===== src/rtl/gray_counter.sv =====
// Up/down binary counter with a registered Gray-code image of the count.
// Ports: clk, rst (async high), en, up, load, load_val -> gray, bin, wrap.
module gray_counter #(
    parameter int               WIDTH     = 4,
    parameter logic [WIDTH-1:0] RESET_VAL = '0
) (
    input  logic             clk,
    input  logic             rst,
    input  logic             en,
    input  logic             up,
    input  logic             load,
    input  logic [WIDTH-1:0] load_val,
    output logic [WIDTH-1:0] gray,
    output logic [WIDTH-1:0] bin,
    output logic             wrap
);

    localparam logic [WIDTH-1:0] ONE  = {{(WIDTH-1){1'b0}}, 1'b1};
    localparam logic [WIDTH-1:0] MAXV = '1;
    localparam logic [WIDTH-1:0] RST_GRAY =
        RESET_VAL ^ (RESET_VAL >> 1);

    logic [WIDTH-1:0] bin_nxt;
    logic [WIDTH-1:0] gray_nxt;
    logic             wrap_nxt;

    // load beats en; wrap only flags a counting step
    always_comb begin
        bin_nxt  = bin;
        wrap_nxt = 1'b0;
        if (load) begin
            bin_nxt = load_val;
        end else if (en) begin
            if (up) begin
                bin_nxt  = bin + ONE;
                wrap_nxt = (bin == MAXV);
            end else begin
                bin_nxt  = bin - ONE;
                wrap_nxt = (bin == '0);
            end
        end
    end

    // Gray derived from the next binary value so both
    // registers always describe the same count
    assign gray_nxt = bin_nxt ^ (bin_nxt >> 1);

    always_ff @(posedge clk or posedge rst) begin
        if (rst) begin
            bin  <= RESET_VAL;
            gray <= RST_GRAY;
            wrap <= 1'b0;
        end else begin
            bin  <= bin_nxt;
            gray <= gray_nxt;
            wrap <= wrap_nxt;
        end
    end

endmodule

===== config.mk =====
export PLATFORM = sky130hd
export DESIGN_NAME = gray_counter
export DESIGN_NICKNAME = d
export VERILOG_FILES = /design/src/rtl/gray_counter.sv
export SDC_FILE = /design/constraint.sdc
export NUM_CORES = 1
export LEC_CHECK = 0
export ABC_CLOCK_PERIOD_IN_PS = 1890
export CAP_MARGIN = 0
export CORE_AREA = 8 8 45 47
export CTS_CLUSTER_SIZE = 25
export DETAILED_ROUTE_END_ITERATION = 10
export DIE_AREA = 0 0 53 55
export GPL_ROUTABILITY_DRIVEN = 0
export PLACE_DENSITY = 0.77
export SYNTH_ARGS = -nofsm -noshare
export SYNTH_HDL_FRONTEND = slang
export SYNTH_SLANG_ARGS = --single-unit

===== constraint.sdc =====
create_clock -name clk -period 1.89 [get_ports clk]
set_input_delay 0.189 -clock clk [delete_from_list [all_inputs] [get_ports clk]]
set_output_delay 0.189 -clock clk [all_outputs]
set_load 0.02 [all_outputs]

==> impl_metrics.tcl <==
set metrics [dict create \
    first_pass_iters 4 \
    dpl.cell_count 80 \
    min_path_type "input pin to asynchronous set/reset pin" \
    io_buffers 17 \
    grt_pass1_vias 371 \
    synth_area_leaders "dfrtp_1 44%, xnor2_1 7.7%, ha_1 5.5%" \
    area_growth_pct 53.2 \
    crit_path_end_kind "flop" \
    min_period_ps 1790 \
    path_clk_slew_ps 60 \
    max-clock-path-buffers 2 \
    worstSetupPathType "input pin to flop" \
    grt.total_usage 0.0802 \
    drc 0 \
    post_cts_buffers 0 \
    drv_cap 0 \
    clock_latency_ps 260 \
    vdd_ir_drop_max_uv 689 \
    hold_violations 0 \
    ctsResizeCount 0 \
    slew_violations 0 \
    yosysTopAreaCell "dfrtp_1" \
    rsz0062_at_grt "no" \
    grt_max_degree 9 \
    cts_num_sinks 8 \
    p_total_mw 0.631 \
    yosysUniqueCellTypes 22 \
    vias 394 \
    relSlewSlack 0.802 \
    fp.dieW_um 53 \
    dp_hpwl_um 886 \
    finalCritPeriodShare 0.947 \
    max_freq_mhz 559 \
    initial_core_util 0.330 \
    ys_warn_count 0 \
    num_rows 14 \
    synth_edf_count 0 \
    fin_worst_skew_ps 12.5 \
    grt_pass1_wl_mm 1.66 \
    status "finished clean" \
    syn_inst 43 \
    ctsHoldBuffers 0 \
    synth.most_common_cell "dfrtp_1" \
    dieHeight_um 55 \
    cts_root_buf "clkbuf_4" \
    synth_top_area_share 0.438 \
    antenna_found_initial 0 \
    synth-main-ff-cell "dfrtp_1" \
    synth_seq_cells 8 \
    synthTopCellsByCount "8 x dfrtp_1, 4 x nor2_1, 4 x xnor2_1" \
    syn_area_per_cell_um2 10.6 \
    routed_wl_mm 1.05 \
    htree_levels 1 \
    startpoint "up" \
    ios 18 \
    overflow 0 \
    synthesis.area_um2 457 \
    place_ws_ps -177 \
    coreArea_um2 1380 \
    setup_ws_ps 101 \
    p_leak_nw 0.319 \
    worst_slew_pin_slew_ps 297 \
    rr_startpoint "bin[2]$_DFF_PP0_" \
    stdcell_count 83 \
    routedWlPerCell_um 12.7 \
    required_ps 2030 \
    start_kind "input pin" \
    diodes 0 \
    die-area_um2 2920 \
    r2r_setup_slack_ps 180 \
    fin_nets 81 \
    vias_per_cell 4.75 \
    drive_above_1_share 0.149 \
    path_max_fanout 3 \
    ant_nets 0 \
    powerDensity_nw_per_um2 902 \
    synth.yosys.seq_area_share 0.438 \
    cts_tree "done" \
    synth_nets 55 \
    numCtsBuffers 3 \
    setup_viol 0 \
    synthArstFlopShare 1.00 \
    drt_iter0_drc 4 \
    cp.arrival_ps 1930 \
]
cell families after synthesis:
logic type      after synthesis  synth area share
simple gates                 12             0.153
flops                         8             0.438
compound gates                7            0.0931
xor+xnor                      6             0.115
buf+inv                       5            0.0575
fa+ha+maj                     3            0.0986
mux                           2            0.0438
layout make-up:
cell class / count / area (um2)
Multi-Input combinational cell: 30 / 230
Fill cell: 140 / 684
Inverter: 3 / 11.3
Timing Repair Buffer: 23 / 215
Clock buffer: 3 / 22.5
Sequential cell: 8 / 200
Tap cell: 16 / 20.0
cell usage in the layout (no fill, tap or decap), drive strengths merged, types with 2 or more instances in the layout:
master         instances
clkdlybuf4s50         17
dfrtp                  8
buf                    6
nor2                   4
xnor2                  4
inv                    3
clkbuf                 3
xor2                   2
mux2i                  2
nand2                  2
a21oi                  2
ha                     2
o21ai                  2
registers in the layout (all words and copies together), names as in the netlist:
| signal | flops |
|---|---|
| gray | 3 |
| bin | 4 |
| wrap | 1 |
power breakdown:
group / total (mW) / leakage (nW) / switching (mW) / internal (mW)
clock: 0.128 / 0.0138 / 0.0552 / 0.0725
combinational: 0.273 / 0.208 / 0.130 / 0.143
sequential: 0.230 / 0.0972 / 0.0250 / 0.205
total: 0.631 / 0.319 / 0.210 / 0.421
worst max-delay path, cell delays in order:
cell and delay, ps:
clkdlybuf4s50_1 480, inv_1 80, ha_1 350, a21oi_1 200, a211oi_1 90, or3_4 390, xor2_1 150
layer usage:
layer,part of all wire,GRT usage,routed length (um),vias to the layer above
li1,-,-,-,195
met1,0.42,0.0971,447,182
met3,0.081,0.0481,85,2
met2,0.47,0.109,493,15
met5,0,0,0,-
met4,0.025,0.0388,26,0
path summary, 6_finish.rpt:
check / endpoint / cells past startpoint
worst max-delay path: gray[2]$_DFF_PP0_ / 7
worst min-delay path: wrap$_DFF_PP0_ / 2
worst max register to register: gray[2]$_DFF_PP0_ / 5
worst min register to register: wrap$_DFF_PP0_ / 2
max in group asynchronous: gray[1]$_DFF_PP0_ / 2
min in group clk: bin[0]$_DFF_PP0_ / 3
per-stage QoR:
| stage | hold slack (ps) | utilization | area, um2 | setup TNS (ps) |
|---|---|---|---|---|
| finish | 179 | 0.505 | 699 | 0 |
| global route | 214 | 0.505 | 699 | 0 |
| CTS | 178 | 0.505 | 699 | 0 |
| detailed placement | 458 | 0.489 | 677 | -329 |
| global placement | 447 | 0.489 | 677 | -166 |
| floorplan | 4.66 | - | 457 | 0 |
No activity file was read; power rests on OpenSTA's default activity.
